**config.mk**
```make
export PLATFORM = sky130hd
export DESIGN_NAME = sm_datapath_fig2
export DESIGN_NICKNAME = d
export VERILOG_FILES = /design/src/rtl/sm_pkg.sv /design/src/rtl/sm_result_buf.sv /design/src/rtl/sm_datapath_fig2.sv
export SDC_FILE = /design/constraint.sdc
export NUM_CORES = 1
export LEC_CHECK = 0
export ABC_AREA = 1
export CORE_UTILIZATION = 42
export CTS_BUF_LIST = sky130_fd_sc_hd__clkbuf_2 sky130_fd_sc_hd__clkbuf_4 sky130_fd_sc_hd__clkbuf_8
export CTS_CLUSTER_DIAMETER = 60
export DETAILED_ROUTE_END_ITERATION = 12
export PLACE_DENSITY = 0.74
export SLEW_MARGIN = 25
export SYNTH_ARGS = -nofsm -noshare
export SYNTH_HDL_FRONTEND = slang
export SYNTH_SLANG_ARGS = --single-unit
```
**constraint.sdc**
```tcl
create_clock -name clk -period 1.9 [get_ports clk]
set_clock_uncertainty 0.2 [all_clocks]
set_input_delay 0.57 -clock clk [delete_from_list [all_inputs] [get_ports clk]]
set_output_delay 0.57 -clock clk [all_outputs]
set_load 0.01 [all_outputs]
```
**src/rtl/sm_pkg.sv**
```systemverilog
// rtl/sm_pkg.sv - shared types and constants for the Fig2 shift-add multiplier datapath and control FSM
package sm_pkg;

    localparam logic RST_ACTIVE   = 1'b1;
    localparam logic FLAG_RST_VAL = 1'b0;

    // Running-sum operation after priority resolution: clear > load > shift.
    typedef enum logic [1:0] {
        RS_HOLD  = 2'd0,
        RS_CLEAR = 2'd1,
        RS_LOAD  = 2'd2,
        RS_SHR   = 2'd3
    } rs_op_e;

    function automatic int RS_W(input int width);
        return 2 * width + 1;
    endfunction

    function automatic rs_op_e rs_op_decode(input logic clr, input logic ld, input logic shr);
        if (clr)
            return RS_CLEAR;
        else if (ld)
            return RS_LOAD;
        else if (shr)
            return RS_SHR;
        else
            return RS_HOLD;
    endfunction

    function automatic logic multi_strobe(input logic clr, input logic ld, input logic shr);
        return (clr & ld) | (clr & shr) | (ld & shr);
    endfunction

endpackage

```
**src/rtl/sm_result_buf.sv**
```systemverilog
// rtl/sm_result_buf.sv - product holding register with valid/ready handshake and sticky drop flag
module sm_result_buf
    import sm_pkg::*;
#(
    parameter int W = 8
) (
    input  logic         clk,
    input  logic         rst,
    input  logic         done,
    input  logic [W-1:0] candidate,
    input  logic         prod_ready,
    output logic [W-1:0] product,
    output logic         prod_valid,
    output logic         result_ovf
);

    always_ff @(posedge clk) begin
        if (rst == RST_ACTIVE) begin
            product    <= '0;
            prod_valid <= FLAG_RST_VAL;
            result_ovf <= FLAG_RST_VAL;
        end else if (done) begin
            // A new result may replace the held one only if it is consumed on this same edge.
            if (!prod_valid || prod_ready) begin
                product    <= candidate;
                prod_valid <= 1'b1;
            end else begin
                result_ovf <= 1'b1;
            end
        end else if (prod_valid && prod_ready) begin
            prod_valid <= 1'b0;
        end
    end

endmodule

```
**src/rtl/sm_datapath_fig2.sv**
```systemverilog
// rtl/sm_datapath_fig2.sv - Fig2 shift-add multiplier datapath; SM_DP_RESULT_BUF_EN enables the held-result buffer
module sm_datapath_fig2
    import sm_pkg::*;
#(
    parameter int WIDTH = 4
) (
    input  logic               clk,
    input  logic               rst,
    input  logic [WIDTH-1:0]   mdin,
    input  logic [WIDTH-1:0]   mrin,
    input  logic               mdld,
    input  logic               mrld,
    input  logic               rsclear,
    input  logic               rsload,
    input  logic               rsshr,
    input  logic               done,
    output logic [WIDTH-1:0]   mr,
    output logic [2*WIDTH-1:0] product,
    output logic               prod_valid,
    input  logic               prod_ready,
    output logic               result_ovf,
    output logic               proto_err
);

    localparam int RSW = RS_W(WIDTH);

    logic [WIDTH-1:0] md;
    logic [RSW-1:0]   rs;
    logic [RSW-1:0]   rs_next;
    logic [WIDTH:0]   rs_upper_sum;

    // Upper part includes the carry bit, so the add never loses a bit before the shift.
    assign rs_upper_sum = rs[RSW-1:WIDTH] + {1'b0, md};

    always_comb begin
        rs_next = rs;
        case (rs_op_decode(rsclear, rsload, rsshr))
            RS_CLEAR: rs_next = '0;
            RS_LOAD:  rs_next = {rs_upper_sum, rs[WIDTH-1:0]};
            RS_SHR:   rs_next = rs >> 1;
            default:  rs_next = rs;
        endcase
    end

    always_ff @(posedge clk) begin
        if (rst == RST_ACTIVE) begin
            md        <= '0;
            mr        <= '0;
            rs        <= '0;
            proto_err <= FLAG_RST_VAL;
        end else begin
            if (mdld)
                md <= mdin;
            if (mrld)
                mr <= mrin;
            rs <= rs_next;
            if (multi_strobe(rsclear, rsload, rsshr))
                proto_err <= 1'b1;
        end
    end

`ifdef SM_DP_RESULT_BUF_EN
    sm_result_buf #(
        .W (2 * WIDTH)
    ) u_result_buf (
        .clk        (clk),
        .rst        (rst),
        .done       (done),
        .candidate  (rs_next[2*WIDTH-1:0]),
        .prod_ready (prod_ready),
        .product    (product),
        .prod_valid (prod_valid),
        .result_ovf (result_ovf)
    );
`else
    logic unused_prod_ready;

    assign unused_prod_ready = prod_ready;
    // Unbuffered: the consumer must take product during the single prod_valid cycle.
    assign product           = rs[2*WIDTH-1:0];
    assign result_ovf        = 1'b0;

    always_ff @(posedge clk) begin
        if (rst == RST_ACTIVE)
            prod_valid <= FLAG_RST_VAL;
        else
            prod_valid <= done;
    end
`endif

endmodule
```
==> results.ini, run 1 <==
[worst_setup_path]
slowest_delay_ns=0.38
path_cells=dlygate4sd2_1
crit_fanout=5
worstSetupEndpointType=output pin
path_class=reg2out
cp_num_buf_inv=1
cp_slowest_cell=dfxtp_2
worstPathArrival_ns=0.96
cp_top_family=flip-flops
crit_required_ns=1.13
start_kind=flip-flop

[min_path]
hold_class=reg2reg

[pwr]
swShare=0.260
p_leak_uw=0.000631
fin_total_pwr_uw=752
intPower_uw=557
p_clk_frac=0.272
p_seq_frac=0.565
ir_worst_vdd_uv=408
comb_power_share=0.163
power.switching_uw=196
powerDensity_nw_per_um2=601

[route]
wirelength_um=1870
wl_per_cell_um=9.99
ant_nets=0
drt_pass1_iterations=4
drcViolationCount=0
vias_per_cell=4.69
vias=877
drt-initial-drc-count=21

[logic_synthesis]
synth_mux_area_frac=0
synth_compound_area_frac=0.110
synth_simple_gate_area_frac=0.262
synth_top_family_by_area=simple AND/OR/NAND/NOR gates
synth_xor_area_frac=0
avgSynthCellArea_sq_um=7.23
yosysTopAreaCellShare=0.393
synth_top_cell_by_area=dfxtp_1
synth_cell_types=22
synth-seq-area-share=0.393
yosys_warnings=0
synthTopCellsByArea=dfxtp_1 (39%), nand2_1 (8.1%), inv_1 (7.4%), nor2_1 (7.4%), buf_4 (7.0%)
synth_seq_cells=19
synth_adder_area_share=0.0724
synth_cells=134
syn_nets=156
synth_area_sq_um=968

[clock_network]
cts_tree=done
cts-htree-levels=1
cts_buffers=3
cts.path.max_buffers=2
clk_latency_ns=0.30
root_buffer=clkbuf_4
clk_pin_slew_ns=0.11
postCtsSetupBuffers=0
clock-sinks=19

[layout]
nets=182
final_layout_size_suffix_gt1_frac=0.126
seq_area_sq_um=385
n_antenna_cell=0
final.fill_count=224
multi_input_area_sq_um=434
syn2layout_area_growth_pct=29.2

[die]
die_w_um=50.0
design.die.area_sq_um=2500
dieHeight_um=50.0
core_sq_um=2190
num_rows=17
io_pins=32
initial_core_util=0.442

[run_status]
outcome=complete, no violations

[global_route]
overflow=0
grtUsageTotal=0.175
grt_pass1_vias=844
grt_first_pass_wirelength_um=3320
grt_max_degree=13
antenna_found_initial=0

[place]
place_congestion=0.748
hpwl_um=1450
pre_cts_ws_ns=-0.0719
port_buffers=29

[timing]
hold_violations=0
fmax_ghz=0.579
setup_viol=0
fin_crit_ns=1.73
rsz0062_at_grt=no
drv_slew=0
fin_crit_sh=0.909
setup_slack_ns=0.173

[flow_run]
max_cap_violations=0

power groups by stage:
stage	clock network [uW]	logic (uW)	registers (uW)
detailed placement	0	130	434
finish	204	123	425
global route	231	139	427
floorplan	0	59.4	437
global placement	0	128	434
CTS	216	124	425
metal layers:
| metal | part of all wire | GRT usage | routed length [um] | vias to the layer above |
|---|---|---|---|---|
| met5 | 0 | 0 | 0 | - |
| met4 | 0.0096 | 0.0714 | 18 | 0 |
| met3 | 0.054 | 0.0370 | 100 | 4 |
| met2 | 0.50 | 0.327 | 929 | 32 |
| met1 | 0.44 | 0.186 | 820 | 381 |
| li1 | - | - | - | 460 |
sequential cells by signal, indices dropped and copies added, names as in the netlist:
| register | cells |
|---|---|
| prod_valid | 1 |
| mr | 4 |
| rs | 9 |
| md | 4 |
| proto_err | 1 |
path summary, 6_finish.rpt:
kind	startpoint	endpoint	slack [ns]	cells after the start
worst max-delay path	rs[5]$_SDFFE_PP0P_	product[5]	0.17	1
worst min-delay path	rs[0]$_SDFFE_PP0P_	rs[0]$_SDFFE_PP0P_	0.26	2
worst max register to register	rs[4]$_SDFFE_PP0P_	rs[8]$_SDFFE_PP0P_	0.18	10
worst min register to register	rs[0]$_SDFFE_PP0P_	rs[0]$_SDFFE_PP0P_	0.26	2
metrics by stage:
| step | util | setup TNS, ns | hold WS [ns] | cells | area, sq um |
|---|---|---|---|---|---|
| floorplan | - | 0 | 0.235 | 134 | 968 |
| global placement | 0.564 | -0.181 | 0.247 | 183 | 1240 |
| detailed placement | 0.564 | -0.325 | 0.250 | 183 | 1240 |
| CTS | 0.571 | 0 | 0.263 | 187 | 1250 |
| global route | 0.571 | 0 | 0.311 | 187 | 1250 |
| finish | 0.571 | 0 | 0.259 | 187 | 1250 |
cell usage in the layout (no fill, tap or decap):
cell / n
nand2_1: 21
inv_1: 19
nor2_1: 19
clkdlybuf4s50_1: 15
dfxtp_1: 15
dlygate4sd2_1: 14
nand3_1: 10
o21ai_0: 9
a21oi_1: 6
nand2_2: 4
ha_1: 4
dfxtp_2: 4
clkbuf_4: 3
o22ai_1: 2
o21ai_1: 2
buf_4: 2
inv_4: 1
nor2_4: 1
nor2_2: 1
inv_2: 1
a21oi_2: 1
or2_2: 1
nor3_1: 1
fa_1: 1
conb_1: 1
clkinv_2: 1
what timing repair did:
| item | CTS | global route |
|---|---|---|
| hold buffers | 0 | 0 |
| setup endpoints to repair | 14 | 0 |
| gates resized for setup | 18 | 0 |
kinds of logic after synthesis:
family,Yosys count
AO/OA/AOI/OAI,20
flip-flops,19
buffers and inverters,31
AND/OR/NAND/NOR,58
adder cells (fa/ha/maj),5
other,1
cell usage after synthesis:
cell / count
dfxtp_1: 19
nand2_2: 4
nand2_1: 21
a21oi_2: 1
a21oi_1: 6
buf_4: 9
inv_2: 1
nor2_2: 1
inv_4: 1
nor3_1: 1
nor2_4: 1
nor2_1: 19
fa_1: 1
o21ai_1: 2
o22ai_1: 2
ha_1: 4
nand3_1: 10
clkbuf_2: 1
or2_2: 1
conb_1: 1
inv_1: 19
o21ai_0: 9
cell type report:
| type | instances | area share |
|---|---|---|
| tap | 28 | 0.0280 |
| timing repair buffer | 31 | 0.230 |
| clock inverter | 1 | 0.00400 |
| sequential | 19 | 0.308 |
| multi-input combinational | 84 | 0.347 |
| inverter | 21 | 0.0650 |
| clock buffer | 3 | 0.0180 |
Power figures use the tool's default switching activity.
==> inputs of run 2 (changes only) <==
--- a/config.mk
+++ b/config.mk
@@ -14,4 +14,5 @@
 export SLEW_MARGIN = 25
 export SYNTH_ARGS = -nofsm -noshare
 export SYNTH_HDL_FRONTEND = slang
+export SYNTH_HIERARCHICAL = 1
 export SYNTH_SLANG_ARGS = --single-unit
==> results of run 2 <==
The final DEF is identical to that of run 1; final timing and power are the same.
Among the figures that moved: Yosys warning count 0 -> 6
==> inputs of run 3 (changes only) <==
--- a/config.mk
+++ b/config.mk
@@ -6,11 +6,10 @@
 export NUM_CORES = 1
 export LEC_CHECK = 0
 export ABC_AREA = 1
-export CORE_UTILIZATION = 42
+export CORE_UTILIZATION = 30
 export CTS_BUF_LIST = sky130_fd_sc_hd__clkbuf_2 sky130_fd_sc_hd__clkbuf_4 sky130_fd_sc_hd__clkbuf_8
 export CTS_CLUSTER_DIAMETER = 60
 export DETAILED_ROUTE_END_ITERATION = 12
-export PLACE_DENSITY = 0.74
 export SLEW_MARGIN = 25
 export SYNTH_ARGS = -nofsm -noshare
 export SYNTH_HDL_FRONTEND = slang
==> results.ini, run 3 <==
[worst_setup_path]
path_class=reg2out
cp_num_buf_inv=1  ; unchanged
slowest_delay_ns=0.38  ; about the same
path_cells=dlygate4sd2_1
crit_fanout=5  ; unchanged
worstSetupEndpointType=output pin
worstPathArrival_ns=0.96  ; about the same
crit_required_ns=1.13  ; about the same
critical_path_depth=1  ; unchanged
reg2reg_depth=9  ; -1
rrSetupSlack_ns=0.21  ; +0.03 ns
r2r-start=rs[4]$_SDFFE_PP0P_
worstReg2RegEnd=rs[8]$_SDFFE_PP0P_
cp_slowest_cell=dfxtp_2
cp_top_family=flip-flops
start_kind=flip-flop

[global_route]
grt_first_pass_wirelength_um=3470  ; +4.6%
grt_max_degree=13  ; unchanged
grtUsageTotal=0.132  ; -0.0437
overflow=0  ; unchanged
antenna_found_initial=0  ; unchanged
grt_pass1_vias=858  ; +1.7%

[layout]
nets=184  ; +1.1%
largest_register_ffs=9  ; unchanged
n_antenna_cell=0  ; unchanged
layout_common_cells=nand2_1 (21), inv_1 (19), nor2_1 (19)
top_regs=rs: 9 flops, md: 4 flops, mr: 4 flops
final_cell_area_sq_um=1290  ; +3.0%
final_common_cell=nand2_1
regMostFlops=rs
syn2layout_area_growth_pct=33.1
final_layout_size_suffix_gt1_frac=0.137  ; +0.0109

[clock_network]
cts_buffers=3  ; unchanged
cts-htree-levels=1  ; unchanged
clk_pin_slew_ns=0.11  ; about the same
ctsHoldBuffers=0  ; unchanged
postCtsSetupBuffers=0  ; unchanged
cts.path.max_buffers=2  ; unchanged
root_buffer=clkbuf_4
clock-sinks=19  ; unchanged
clk_latency_ns=0.30  ; about the same
cts_tree=done

[logic_synthesis]
synth_edf_count=0  ; unchanged
yosysTopAreaCellShare=0.393  ; unchanged
synth_top_family_by_area=simple AND/OR/NAND/NOR gates
synth_seq_cells=19  ; unchanged
yosys_warnings=6
synth-seq-area-share=0.393  ; unchanged
synth_cells=134  ; unchanged
synth_mux_area_frac=0  ; unchanged
yosysMostFrequentCell=nand2_1
synth_xor_area_frac=0  ; unchanged
yosys-top-cells-count=nand2_1 (21), dfxtp_1 (19), inv_1 (19), nor2_1 (19), nand3_1 (10)
synth_top_cell_by_area=dfxtp_1
synth_cell_types=22  ; unchanged
syn_nets=156  ; unchanged
synth_adder_area_share=0.0724  ; unchanged
synth_area_sq_um=968  ; unchanged
ys.flop_type=dfxtp_1
synth_simple_gate_area_frac=0.262  ; unchanged
synthTopCellsByArea=dfxtp_1 (39%), nand2_1 (8.1%), inv_1 (7.4%), nor2_1 (7.4%), buf_4 (7.0%)
avgSynthCellArea_sq_um=7.23  ; unchanged
synth_compound_area_frac=0.110  ; unchanged
synthArstFlopShare=0  ; unchanged

[route]
wl_per_cell_um=9.85  ; -1.4%
vias_per_cell=4.35  ; -7.3%
wl_met2_um=968  ; +4.2%
wirelength_um=2020  ; +8.1%
ant_nets=0  ; unchanged
top_layer_used=met4
m1WireLength_um=898  ; +9.5%
vias=891  ; +1.6%
drt_pass1_iterations=4  ; unchanged
wl_met3_um=123  ; +23%
drcViolationCount=0  ; unchanged
drt-initial-drc-count=18  ; -14%

[die]
initial_core_util=0.317  ; -0.125
dieHeight_um=58.8  ; +18%
design.die.area_sq_um=3460  ; +38%
io_pins=32  ; unchanged
num_rows=20  ; +3
core_sq_um=3050  ; +39%
die_w_um=58.8  ; +18%

[place]
hpwl_um=1580  ; +9.0%
post_dp_cell_area_sq_um=1270  ; +2.8%
place_congestion=0.805  ; +7.7%
pre_cts_ws_ns=-0.0919  ; -0.0200 ns
port_buffers=29  ; unchanged

[timing]
hold_slack_ns=0.259  ; -0.000658 ns
setup_slack_ns=0.169  ; -0.00401 ns
fin_crit_sh=0.911  ; +0.00211
rsz0062_at_grt=no
drv_slew=0  ; unchanged
hold_violations=0  ; unchanged
fmax_ghz=0.578  ; -0.23%
fin_crit_ns=1.73  ; +0.00401 ns
setup_viol=0  ; unchanged

[pwr]
p_leak_uw=0.000641  ; +1.6%
powerDensity_nw_per_um2=603  ; +0.36%
ir_worst_vdd_uv=212  ; -48%

[min_path]
worstHoldStart=rs[0]$_SDFFE_PP0P_
whs_endpoint=rs[0]$_SDFFE_PP0P_
hold_class=reg2reg
holdPathStages=2  ; unchanged

[run_status]
outcome=complete, no violations

[flow_run]
max_cap_violations=0  ; unchanged

## run 3: cell counts after synthesis
No cell type changed its count.
## run 3: how the worst max path moves through the flow
stage / start / end / slack, ns
after floorplan: rs[4]$_SDFFE_PP0P_ / rs[8]$_SDFFE_PP0P_ / 0.32
after global placement: rsclear / rs[0]$_SDFFE_PP0P_ / -0.06
after detailed placement: rsclear / rs[0]$_SDFFE_PP0P_ / -0.09
after CTS: rs[5]$_SDFFE_PP0P_ / product[5] / 0.16
after global routing: md[0]$_SDFFE_PP0P_ / rs[8]$_SDFFE_PP0P_ / 0.06
final: rs[5]$_SDFFE_PP0P_ / product[5] / 0.17
## run 3: cell families (layout without fill, tap and decap cells)
kind of cell	after synthesis	count (layout)
AO/OA/AOI/OAI	20	20
adder cells (fa/ha/maj)	5	5
buffers and inverters	31	58
flip-flops	19	19
other	1	1
AND/OR/NAND/NOR	58	58
## run 3: what timing repair did
item,CTS,global route
setup endpoints to repair,14,0
resized for setup,18,0
endpoints found under the hold margin,0,0
## run 3: tightest hold or removal path, stage by stage, from the launching register on
cell,delay (ns)
dfxtp_1,0.32
nand2_1,0.05
o21ai_1,0.05
## run 3: stage by stage
| step | instances | setup TNS (ns) | total power, uW | utilization |
|---|---|---|---|---|
| CTS | 205 | 0 | 784 | 0.422 |
| floorplan | 134 | 0 | 496 | - |
| detailed placement | 201 | -0.522 | 570 | 0.416 |
| global placement | 201 | -0.284 | 567 | 0.416 |
| finish | 205 | 0 | 778 | 0.422 |
| global route | 205 | 0 | 817 | 0.422 |
## run 3: where the power goes
| part | total (uW) | internal, uW | switching, uW |
|---|---|---|---|
| Combinational | 127 | 65.1 | 62.3 |
| Clock | 225 | 96.3 | 128 |
| Sequential | 425 | 416 | 9.69 |
| Total | 778 | 577 | 200 |
## run 3: metal layers
layer / up-vias / GRT usage
met4: 0 / 0.0476
li1: 464 / -
met1: 389 / 0.155
met3: 3 / 0.0286
met5: - / 0
met2: 35 / 0.234
## run 3: layout make-up
type / instances / area (sq um)
clock buffers: 4 / 30.0
fillers: 350 / 1760
inverters: 21 / 81.3
multi-input cells: 84 / 434
flip-flops and latches: 19 / 385
well taps: 44 / 55.1
repair buffers: 33 / 303
